$ cat src/rtl/mem_stage_pkg.sv
// Shared RV32I types for the MEM stage: pipeline register structs, FSM state
// and load/store funct3 encodings.
package mem_stage_pkg;

  typedef enum logic [2:0] {
    lb  = 3'b000,
    lh  = 3'b001,
    lw  = 3'b010,
    lbu = 3'b100,
    lhu = 3'b101
  } load_f3_t;

  typedef enum logic [2:0] {
    sb = 3'b000,
    sh = 3'b001,
    sw = 3'b010
  } store_f3_t;

  typedef enum logic [1:0] {IDLE, WAIT, DONE} mem_state_t;

  typedef struct packed {
    logic       mem_read;
    logic       mem_write;
    logic [2:0] funct3;
  } mem_ctrl_t;

  typedef struct packed {
    logic       regf_we;
    logic [1:0] wb_sel;
  } wb_ctrl_t;

  typedef struct packed {
    logic        valid_s;
    logic [31:0] inst;
    logic [31:0] pc;
    logic [31:0] pc_next;
    logic [63:0] order;
    mem_ctrl_t   mem_ctrl;
    wb_ctrl_t    wb_ctrl;
    logic [4:0]  rs1_s;
    logic [4:0]  rs2_s;
    logic [4:0]  rd_s;
    logic [31:0] rs1_v;
    logic [31:0] rs2_v;
    logic [31:0] alu_out;
    logic [31:0] u_imm;
    logic        br_en;
  } ex_mem_stage_reg_t;

  typedef struct packed {
    logic        valid_s;
    logic [31:0] inst;
    logic [31:0] pc;
    logic [31:0] pc_next;
    logic [63:0] order;
    wb_ctrl_t    wb_ctrl;
    logic [4:0]  rs1_s;
    logic [4:0]  rs2_s;
    logic [4:0]  rd_s;
    logic [31:0] rs1_v;
    logic [31:0] rs2_v;
    logic [31:0] alu_out;
    logic [31:0] u_imm;
    logic        br_en;
    logic [31:0] mem_rdata_s;
    logic        misalign_s;
    logic [31:0] mem_addr;
    logic [3:0]  mem_rmask;
    logic [3:0]  mem_wmask;
    logic [31:0] mem_rdata;
    logic [31:0] mem_wdata;
  } mem_wb_stage_reg_t;

  // Halfwords must sit on even bytes, words on word boundaries.
  function automatic logic is_misaligned(logic [2:0] funct3, logic [1:0] byte_off);
    case (funct3[1:0])
      2'b01:   return byte_off[0];
      2'b10:   return byte_off != 2'b00;
      default: return 1'b0;
    endcase
  endfunction

endpackage

$ cat src/rtl/mem_stage_align.sv
// Byte-lane steering for the MEM stage: access mask, store-data shift and
// load-data extract with sign/zero extension.
module mem_align
  import mem_stage_pkg::*;
(
  input  logic [2:0]  funct3,
  input  logic [1:0]  byte_off,
  input  logic [31:0] store_v,
  input  logic [31:0] load_raw,
  output logic [3:0]  mask,
  output logic [31:0] wdata,
  output logic [31:0] load_v
);

  logic [31:0] shifted;

  // Masks shift past bit 3 for unaligned accesses and are simply truncated.
  always_comb begin
    mask = 4'b0000;
    case (store_f3_t'({1'b0, funct3[1:0]}))
      sb:      mask = 4'b0001 << byte_off;
      sh:      mask = 4'b0011 << byte_off;
      default: mask = 4'b1111 << byte_off;
    endcase

    wdata   = store_v << {byte_off, 3'b000};
    shifted = load_raw >> {byte_off, 3'b000};

    load_v = shifted;
    case (load_f3_t'(funct3))
      lb:      load_v = {{24{shifted[7]}}, shifted[7:0]};
      lh:      load_v = {{16{shifted[15]}}, shifted[15:0]};
      lbu:     load_v = {24'h0, shifted[7:0]};
      lhu:     load_v = {16'h0, shifted[15:0]};
      default: load_v = shifted;
    endcase
  end

endmodule

$ cat src/rtl/mem_stage.sv
// RV32I MEM stage: EX/MEM register, single-request data-memory handshake, load alignment.
// Optional MEM_MISALIGN_CHECK_EN suppresses misaligned half/word accesses and flags them.
module mem_stage
  import mem_stage_pkg::*;
(
  input  logic              clk,
  input  logic              rst,
  input  logic              move,
  input  ex_mem_stage_reg_t ex_mem_reg,
  output logic              mem_stall,
  output logic [31:0]       dmem_addr,
  output logic [3:0]        dmem_rmask,
  output logic [3:0]        dmem_wmask,
  output logic [31:0]       dmem_wdata,
  input  logic [31:0]       dmem_rdata,
  input  logic              dmem_resp,
  output mem_wb_stage_reg_t mem_wb_reg
);

  ex_mem_stage_reg_t ex_mem_q;
  mem_state_t        state;
  logic [31:0]       rdata_q;

  logic        is_load;
  logic        is_store;
  logic        misalign;
  logic        request;
  logic [3:0]  mask;
  logic [3:0]  rmask_t;
  logic [3:0]  wmask_t;
  logic [31:0] wdata;
  logic [31:0] load_v;
  logic [31:0] cur_rdata;

  assign is_load  = ex_mem_q.valid_s & ex_mem_q.mem_ctrl.mem_read;
  assign is_store = ex_mem_q.valid_s & ex_mem_q.mem_ctrl.mem_write;

`ifdef MEM_MISALIGN_CHECK_EN
  assign misalign = (is_load | is_store) &
                    is_misaligned(ex_mem_q.mem_ctrl.funct3, ex_mem_q.alu_out[1:0]);
`else
  assign misalign = 1'b0;
`endif

  assign request   = (state == IDLE) & (is_load | is_store) & ~misalign;
  assign cur_rdata = (state == WAIT) ? dmem_rdata : rdata_q;

  mem_align u_align (
    .funct3   (ex_mem_q.mem_ctrl.funct3),
    .byte_off (ex_mem_q.alu_out[1:0]),
    .store_v  (ex_mem_q.rs2_v),
    .load_raw (cur_rdata),
    .mask     (mask),
    .wdata    (wdata),
    .load_v   (load_v)
  );

  // Trace masks describe the request this instruction made, even after it completed.
  assign rmask_t    = (is_load & ~misalign) ? mask : 4'b0000;
  assign wmask_t    = (is_store & ~misalign) ? mask : 4'b0000;
  assign dmem_addr  = {ex_mem_q.alu_out[31:2], 2'b00};
  assign dmem_rmask = request ? rmask_t : 4'b0000;
  assign dmem_wmask = request ? wmask_t : 4'b0000;
  assign dmem_wdata = wdata;
  assign mem_stall  = request | ((state == WAIT) & ~dmem_resp);

  always_ff @(posedge clk or posedge rst) begin
    if (rst) begin
      ex_mem_q <= '0;
    end else if (move) begin
      ex_mem_q <= ex_mem_reg;
    end
  end

  // A response that coincides with move retires at once; otherwise park in DONE.
  always_ff @(posedge clk or posedge rst) begin
    if (rst) begin
      state   <= IDLE;
      rdata_q <= '0;
    end else begin
      case (state)
        IDLE: begin
          if (request) begin
            state <= WAIT;
          end else if (misalign & ~move) begin
            state <= DONE;
          end
        end
        WAIT: begin
          if (dmem_resp) begin
            rdata_q <= dmem_rdata;
            state   <= move ? IDLE : DONE;
          end
        end
        DONE: begin
          if (move) begin
            state <= IDLE;
          end
        end
        default: state <= IDLE;
      endcase
    end
  end

  always_comb begin
    mem_wb_reg             = '0;
    mem_wb_reg.valid_s     = move & ex_mem_q.valid_s;
    mem_wb_reg.inst        = ex_mem_q.inst;
    mem_wb_reg.pc          = ex_mem_q.pc;
    mem_wb_reg.pc_next     = ex_mem_q.pc_next;
    mem_wb_reg.order       = ex_mem_q.order;
    mem_wb_reg.wb_ctrl     = ex_mem_q.wb_ctrl;
    mem_wb_reg.rs1_s       = ex_mem_q.rs1_s;
    mem_wb_reg.rs2_s       = ex_mem_q.rs2_s;
    mem_wb_reg.rd_s        = ex_mem_q.rd_s;
    mem_wb_reg.rs1_v       = ex_mem_q.rs1_v;
    mem_wb_reg.rs2_v       = ex_mem_q.rs2_v;
    mem_wb_reg.alu_out     = ex_mem_q.alu_out;
    mem_wb_reg.u_imm       = ex_mem_q.u_imm;
    mem_wb_reg.br_en       = ex_mem_q.br_en;
    mem_wb_reg.mem_rdata_s = (is_load & ~misalign) ? load_v : 32'h0;
    mem_wb_reg.misalign_s  = misalign;
    mem_wb_reg.mem_addr    = (is_load | is_store) ? dmem_addr : 32'h0;
    mem_wb_reg.mem_rmask   = rmask_t;
    mem_wb_reg.mem_wmask   = wmask_t;
    mem_wb_reg.mem_rdata   = (is_load & ~misalign) ? cur_rdata : 32'h0;
    mem_wb_reg.mem_wdata   = (is_store & ~misalign) ? wdata : 32'h0;
  end

  move_while_stall: assert property (@(posedge clk) disable iff (rst) !(move && mem_stall));

endmodule

$ cat config.mk
export PLATFORM = sky130hd
export DESIGN_NAME = mem_stage
export DESIGN_NICKNAME = d
export VERILOG_FILES = /design/src/rtl/mem_stage_pkg.sv /design/src/rtl/mem_stage_align.sv /design/src/rtl/mem_stage.sv
export SDC_FILE = /design/constraint.sdc
export NUM_CORES = 1
export LEC_CHECK = 0
export ABC_AREA = 1
export BUFFER_PORTS_ARGS = -buffer_cell sky130_fd_sc_hd__buf_2
export CORE_AREA = 2 2 335 337
export DETAILED_ROUTE_END_ITERATION = 8
export DIE_AREA = 0 0 337 339
export SLEW_MARGIN = 20
export SYNTH_ARGS = -nofsm -noshare
export SYNTH_HDL_FRONTEND = slang
export SYNTH_SLANG_ARGS = --single-unit
$ cat constraint.sdc
create_clock -name clk -period 13.47 [get_ports clk]
set_input_delay 0.6735 -clock clk [delete_from_list [all_inputs] [get_ports clk]]
set_output_delay 0.6735 -clock clk [all_outputs]
set_load 0.05 [all_outputs]
==> results of run 1 <==
[cells by family (layout without fill, tap and decap cells)]
| family | after synthesis | after routing | share of synthesized area, % |
|---|---|---|---|
| other | 1 | 23 | 0.0211 |
| AND/OR/NAND/NOR | 1171 | 1171 | 25.3 |
| buffers and inverters | 598 | 1108 | 20.0 |
| flip-flops | 347 | 347 | 48.8 |
| multiplexers | 2 | 2 | 0.126 |
| AO/OA/AOI/OAI | 189 | 189 | 5.71 |
[how the worst max path moves through the flow]
stage / end / from / depth (start not counted) / slack [ns]
floorplan: dmem_addr[10] / rst / 1 / 3.17
global placement: dmem_addr[12] / rst / 5 / 9.42
detailed placement: mem_wb_reg[283] / rst / 5 / 9.35
CTS: mem_stall / ex_mem_q[312] / 6 / 8.96
global route: mem_wb_reg[1] / mem_wb_reg[170] / 8 / 8.89
finish: mem_stall / ex_mem_q[312] / 6 / 9.12
[where the power goes]
| group | leakage (uW) | switching [uW] | total [uW] | internal [uW] |
|---|---|---|---|---|
| Combinational | 0.00794 | 1040 | 1300 | 257 |
| Sequential | 0.00423 | 86.0 | 1260 | 1180 |
| Clock | 0.000762 | 526 | 1290 | 768 |
[cells in the mapped netlist, drive strengths merged]
library cell / n / area [sq um]
nand3: 26 / 153
nand2: 1002 / 3770
o221ai: 8 / 70.1
nor3: 15 / 75.1
clkbuf: 76 / 285
inv: 142 / 533
a211oi: 7 / 52.6
dfrtp: 347 / 8680
nor2: 123 / 480
nand4: 5 / 31.3
conb: 1 / 3.75
mux2: 2 / 22.5
buf: 377 / 2740
o22ai: 3 / 18.8
a22oi: 8 / 60.1
o21ai: 145 / 726
a21oi: 18 / 90.1
clkinv: 3 / 11.3
[stage by stage]
stage          hold slack [ns]  worst slack [ns]
2_1_floorplan            0.442              3.17
3_3_place_gp             0.450              9.42
3_5_place_dp             0.453              9.35
4_1_cts                  0.193              8.96
5_1_grt                  0.214              8.89
6_report                 0.216              9.12
[final cells by class]
cell class / instances / share of cell area, %
Sequential cell: 347 / 38.1
Multi-Input combinational cell: 1367 / 24.5
Timing Repair Buffer: 881 / 19.7
Tap cell: 1488 / 8.18
Clock buffer: 62 / 5.63
Inverter: 145 / 2.46
Clock inverter: 20 / 1.19
Antenna cell: 18 / 0.198
[routing by layer]
layer	vias up	GRT usage [%]
li1	7700	-
met4	72	3.30
met3	174	6.69
met5	-	0
met1	7906	19.3
met2	780	28.9
==> results_dict.tcl, run 1 <==
set metrics [dict create \
    cts_setup_buffers 0 \
    drive_above_1_share_pct 34.4 \
    remaining_drc_errors 0 \
    tns_ns 0 \
    arrival_ns 3.68 \
    grt_pass1_vias 15800 \
    cp_slowest_cell "nor2_4" \
    multiInputGateArea_sq_um 5580 \
    gp_congestion 0.914 \
    worstSetupEndpointType "primary output" \
    ir_drop_mv 0.0812 \
    path_buf_inv 3 \
    r2r-end "state[0]" \
    reg2regPathDepth 5 \
    syn2layout_area_growth_pct 27.9 \
    drt_iter0_drc 1013 \
    clockBufferDepth 3 \
    rsz0062_at_grt "false" \
    core-area_sq_um 110000 \
    synth_cells 2308 \
    fmax_mhz 230 \
    dr_wl_met3_um 10200 \
    cts-root-buf "clkbuf_16" \
    report.final.hold_viol_count 0 \
    fin_nets 3138 \
    insertion_delay_ns 0.61 \
    final_common_cell "nand2_1" \
    grt_max_degree 170 \
    final_cell_mix "nand2_1 (999), buf_2 (860), dfrtp_1 (346)" \
    largest_register_ffs 277 \
    grt_usage_pct 16.7 \
    path_max_fanout 32 \
    top_layer "met5" \
    netlist_area_sq_um 17800 \
    clk_pin_slew_worst_paths_ns 0.06 \
    ant_nets 0 \
    placed_cells 4227 \
    final_core_util_pct 20.6 \
    yosysSeqAreaShare_pct 48.8 \
    rows 122 \
    via_per_inst 3.84 \
    die_w_um 337 \
    cts_sinks 347 \
    slew_violations 0 \
    crit_type "flop to primary output" \
    r2r_start "ex_mem_q[312]" \
    cts_made_buffers 47 \
    slew_headroom_pct 31.5 \
    min-delay-path-class "primary input to asynchronous set/reset pin" \
    finalCritPeriodShare_pct 32.3 \
    portBuffers 861 \
    period_needed_ns 4.35 \
    antenna_found_initial 67 \
    worstSetupStartpointType "flop" \
    crit_family "buffers and inverters" \
    cts_tree "built" \
    setup_violations 0 \
    overflow 0 \
    p_per_area_nw_per_um2 169 \
    ctsHoldBuffers 0 \
    grt_first_pass_wirelength_um 132000 \
    max_stage_delay_ns 1.02 \
    drv_cap 0 \
    postLayoutCellArea_sq_um 22800 \
    io_pins 867 \
    r2r_slack_ns 10.60 \
    ys_types 29 \
    wl_per_cell_um 22.8 \
    met1_length_um 37600 \
    synth_warnings 0 \
    skew_ns 0.00890 \
    synth_area_per_cell_sq_um 7.72 \
    drtPass1Iterations 7 \
    status "complete, no violations" \
    initial_core_util_pct 16.1 \
    p_leak_uw 0.0129 \
    required_ns 12.80 \
    ff_latch_area_sq_um 8680 \
    num_vias 16600 \
    power_uw 3860 \
    n_fill_cell 12600 \
    worst_pin_slew_ns 1.03 \
    ys_ff_latch 347 \
    dieArea_sq_um 114000 \
    h-tree-depth 2 \
    met2_length_um 48300 \
    die_y_um 339 \
    timing.critical_path.cells "nand2_1, buf_4, clkinv_1, nor2_4, o22ai_1, buf_2" \
    fin_cells 4328 \
    placed_cell_area_sq_um 21100 \
    place_hpwl_um 81000 \
    post_cts_resized 0 \
    routed_wirelength_um 98600 \
]
(Power assumes the default switching activity.)
==> run 2: changes to the inputs <==
- clock period: 13.47 -> 4.1 ns (I/O delays scaled with it)
==> results_dict.tcl, run 2 (synthesis gave the netlist of run 1 again) <==
set metrics [dict create \
    grt_usage_pct 17.5 \
    place_hpwl_um 81800 \
    skew_ns 0.00572 \
    rsz0062_at_grt "false" \
    post_cts_resized 0 \
    power_uw 12900 \
    fmax_mhz 297 \
    finalCritPeriodShare_pct 82.1 \
    fin_nets 3499 \
    antenna_found_initial 30 \
    drtPass1Iterations 7 \
    wl_per_cell_um 22.2 \
    drv_cap 0 \
    arrival_ns 3.16 \
    overflow 0 \
    final_cell_mix "nand2_1 (999), buf_2 (860), dlygate4sd3_1 (355)" \
    syn2layout_area_growth_pct 48.0 \
    worstSetupStartpointType "flop" \
    max_stage_delay_ns 0.57 \
    required_ns 3.89 \
    initial_core_util_pct 16.1 \
    grt_first_pass_wirelength_um 140000 \
    gp_congestion 0.895 \
    setup_slack_ns 0.735 \
    die_y_um 339 \
    clockBufferDepth 3 \
    clk_pin_slew_worst_paths_ns 0.06 \
    crit_type "flop to primary output" \
    portBuffers 861 \
    period_needed_ns 3.36 \
    placed_cells 4234 \
    insertion_delay_ns 0.60 \
    status "complete, no violations" \
    pwr-share-clk_pct 32.5 \
    ir_drop_mv 0.338 \
    h-tree-depth 2 \
    crit_top_cell "nor2_1" \
    p_comb_share_pct 35.3 \
    largest_register_ffs 277 \
    routed_wirelength_um 104000 \
    worstSetupEndpointType "primary output" \
    fin_cells 4681 \
    grt_pass1_vias 17900 \
    final_common_cell "nand2_1" \
    pre_cts_ws_ns 1.30 \
    path_max_fanout 22 \
    cts-root-buf "clkbuf_16" \
    die_w_um 337 \
    swShare_pct 42.7 \
    cp_slowest_cell "clkinv_1" \
    cts_tree "built" \
    slew_headroom_pct 19.3 \
    p_leak_uw 0.0144 \
    rows 122 \
    power.switching_uw 5520 \
    ant_nets 0 \
    setup_violations 0 \
    via_per_inst 3.84 \
    report.final.hold_viol_count 0 \
    core-area_sq_um 110000 \
    drt_iter0_drc 1314 \
    grt_max_degree 185 \
    cts_sinks 347 \
    min-delay-path-class "primary input to flop" \
    pwr-share-seq_pct 32.2 \
    drive_above_1_share_pct 30.7 \
    slew_violations 0 \
    cts_made_buffers 47 \
    timing.critical_path.cells "buf_4, nor2_2, inv_2, nor2_1, clkinv_1, nor2_1, buf_2" \
    io_pins 867 \
    worst_pin_slew_ns 1.21 \
    intPower_uw 7400 \
    dieArea_sq_um 114000 \
    p_per_area_nw_per_um2 491 \
    remaining_drc_errors 0 \
    num_vias 18000 \
]
## run 2: cell count changes in the layout (fill, tap and decap cells not counted), moves of 3 or more
| cell | previous run | this run |
|---|---|---|
| buf_12 | 0 | 4 |
| clkinv_2 | 8 | 5 |
| dlygate4sd3_1 | 0 | 355 |
| buf_4 | 19 | 22 |
| diode_2 | 18 | 12 |
## run 2: worst max-delay path: cells and delay by family (launching register included)
| kind | cells | cell delay (ns) |
|---|---|---|
| buffers and inverters | 4 | 1.23 |
| AND/OR/NAND/NOR | 3 | 0.94 |
| flip-flops | 1 | 0.38 |
## run 2: worst paths after layout
path,start,end,slack [ns],cells after the start
max,mem_wb_reg[170],mem_wb_reg[1],0.74,7
min,move,dmem_addr[29],0.05,3
max reg2reg,state[0],rdata_q[7],1.62,5
min reg2reg,mem_wb_reg[391],mem_wb_reg[391],0.46,2
max in group asynchronous,rst,mem_wb_reg[367],2.73,4
min in group asynchronous,rst,mem_wb_reg[300],0.25,3
## run 2: area by class of cell
| type | count | area, sq um |
|---|---|---|
| Clock inverter | 16 | 189 |
| Inverter | 145 | 556 |
| Sequential cell | 347 | 8680 |
| Multi-Input combinational cell | 1367 | 5580 |
| Clock buffer | 64 | 1330 |
| Fill cell | 12300 | 84000 |
| Antenna cell | 12 | 30.0 |
| Tap cell | 1488 | 1860 |
| Timing Repair Buffer | 1242 | 8120 |
## run 2: power by group through the flow
stage	logic, uW	clock network [uW]	registers [uW]
after detailed placement	4310	0	4200
after global placement	4300	0	4200
final	4570	4200	4160
after CTS	4610	4380	4150
after global routing	4840	4500	4210
after floorplan	3260	0	4110
## run 2: metrics by stage
| stage | hold WS, ns | instance area (sq um) | TNS, ns | utilization [%] |
|---|---|---|---|---|
| floorplan | 0.315 | 17800 | -260.06 | - |
| global placement | 0.358 | 21200 | 0 | 19.3 |
| detailed placement | 0.355 | 21200 | 0 | 19.3 |
| CTS | 0.00189 | 26300 | 0 | 23.8 |
| global route | 0.0213 | 26300 | 0 | 23.9 |
| finish | 0.0484 | 26400 | 0 | 23.9 |
## run 2: routing by layer
layer / global-route usage [%] / up-vias / routed length [um]
met5: 0 / - / 137
met4: 4.25 / 22 / 2540
met3: 4.86 / 138 / 7840
met2: 30.5 / 812 / 50900
met1: 21.1 / 8621 / 42400
li1: - / 8394 / -
## run 2: timing repair
item / 4_1_cts / 5_1_grt
hold endpoints to repair: 360 / 0
setup buffers: 0 / 0
hold buffers: 355 / 0
endpoints found under the setup margin: 0 / 0
==> run 3: changes to the inputs <==
- CORE_AREA: 2 2 335 337 -> 2 2 334 336
- DIE_AREA: 0 0 337 339 -> 0 0 336 338
- clock period: 4.1 -> 2.8 ns (I/O delays scaled with it)
==> results_dict.tcl, run 3 (synthesis gave the netlist of run 1 again) <==
set metrics [dict create \
    rsz0062_at_grt "true" \
    worst_pin_slew_ns 1.04 \
    place_hpwl_um 83700 \
    skew_ns 0.0107 \
    crit_family "buffers and inverters" \
    setup_slack_ns 0.114 \
    dieArea_sq_um 114000 \
    period_needed_ns 2.69 \
    die_w_um 336 \
    slew_violations 0 \
    initial_core_util_pct 16.2 \
    required_ns 2.66 \
    path_max_fanout 14 \
    setup_violations 0 \
    rows 122 \
    worstSetupStartpointType "flop" \
    report.final.hold_viol_count 0 \
    core-area_sq_um 110000 \
    clockBufferDepth 3 \
    max_stage_delay_ns 0.44 \
    cts-root-buf "clkbuf_16" \
    drt_iter0_drc 1269 \
    min_delay_path_depth 2 \
    cts_sinks 347 \
    pre_cts_ws_ns 0.258 \
    io_pins 867 \
    grt_pass1_vias 18100 \
    drv_cap 0 \
    ant_nets 0 \
    cts_made_buffers 47 \
    timing.critical_path.cells "inv_4, nor2_8, inv_1, buf_4, o221ai_1, nand2_1, inv_1, buf_12" \
    syn2layout_area_growth_pct 57.2 \
    min-delay-path-class "primary input to flop" \
    cp_num_cells 8 \
    arrival_ns 2.55 \
    routed_wirelength_um 105000 \
    fmax_mhz 372 \
    fin_nets 3569 \
    p_per_area_nw_per_um2 705 \
    largest_register_ffs 277 \
    antenna_found_initial 18 \
    drive_above_1_share_pct 31.8 \
    clk_pin_slew_worst_paths_ns 0.05 \
    hold_slack_ns 0.0727 \
    wl_per_cell_um 22.0 \
    num_vias 18200 \
    finalCritPeriodShare_pct 95.9 \
    grt_first_pass_wirelength_um 140000 \
    gp_congestion 0.911 \
    slew_headroom_pct 30.5 \
    grt_usage_pct 17.6 \
    crit_type "flop to primary output" \
    overflow 0 \
    worstSetupEndpointType "primary output" \
    p_leak_uw 0.0149 \
    placed_cell_area_sq_um 22100 \
    status "complete, no violations" \
    grt_max_degree 138 \
    cp_slowest_cell "dfrtp_1" \
    path_buf_inv 5 \
    final_common_cell "nand2_1" \
    drtPass1Iterations 5 \
    reg2regPathDepth 6 \
    remaining_drc_errors 0 \
    h-tree-depth 2 \
    ir_drop_mv 0.435 \
    insertion_delay_ns 0.61 \
    cts_tree "built" \
    postLayoutCellArea_sq_um 28000 \
    final_cell_mix "nand2_1 (999), buf_2 (795), dlygate4sd3_1 (394)" \
    crit_top_cell "inv_1" \
    power_uw 19700 \
    die_y_um 338 \
    portBuffers 861 \
    via_per_inst 3.82 \
]
[run 3: metrics by stage]
step,TNS (ns),instances,util (%)
6_report,0,4756,25.4
5_1_grt,-0.0979,4746,25.4
4_1_cts,-0.00486,4733,25.2
3_5_place_dp,0,4256,20.1
3_3_place_gp,0,4256,20.1
2_1_floorplan,-688.60,2312,-
[run 3: worst reg2reg max path: stages (launching register included)]
cell and delay [ns]:
dfrtp_4 0.57, nand2_8 0.15, clkinvlp_4 0.20, nand2_1 0.39
buf_4 0.34, nand2_1 0.09, o21ai_0 0.08
[run 3: layer usage]
layer  vias to the layer above  global-route usage (%)  wire, um
met4                         6                    4.88      3080
met5                         -                       0        34
met2                       800                    30.8     51300
met3                       117                    4.26      7920
li1                       8532                       -         -
met1                      8734                    21.5     42300
[run 3: what timing repair did]
action,4_1_cts,5_1_grt
pin swaps,0,1
endpoints found under the setup margin,41,42
resized for setup,21,46
hold buffers,394,0
buffers inserted,0,5
cloned,1,3
endpoints found under the hold margin,346,0
[run 3: path summary, 6_finish.rpt]
check | start | to | slack (ns)
max in group asynchronous | rst | mem_wb_reg[261] | 2.14
hold reg to reg | mem_wb_reg[365] | mem_wb_reg[365] | 0.46
hold / removal | move | dmem_addr[18] | 0.07
min in group asynchronous | rst | mem_wb_reg[152] | 0.11
setup / recovery | mem_wb_reg[170] | mem_wb_reg[21] | 0.11
setup reg to reg | state[0] | rdata_q[27] | 0.89
[run 3: power by group]
part / leakage [uW] / switching (uW) / total (uW) / internal, uW
logic: 0.00986 / 5220 / 7100 / 1880
clock network: 0.000798 / 2510 / 6540 / 4030
registers: 0.00423 / 448 / 6110 / 5660
total: 0.0149 / 8170 / 19700 / 11600
[run 3: final cells by class]
type / count / area, sq um
fill: 12000 / 82100
clock inverter: 21 / 320
timing repair buffer: 1308 / 9460
tap: 1488 / 1860
timing repair inverter: 2 / 15.0
multi-input combinational: 1369 / 5690
antenna: 15 / 37.5
sequential: 347 / 8690
inverter: 145 / 569
clock buffer: 61 / 1350
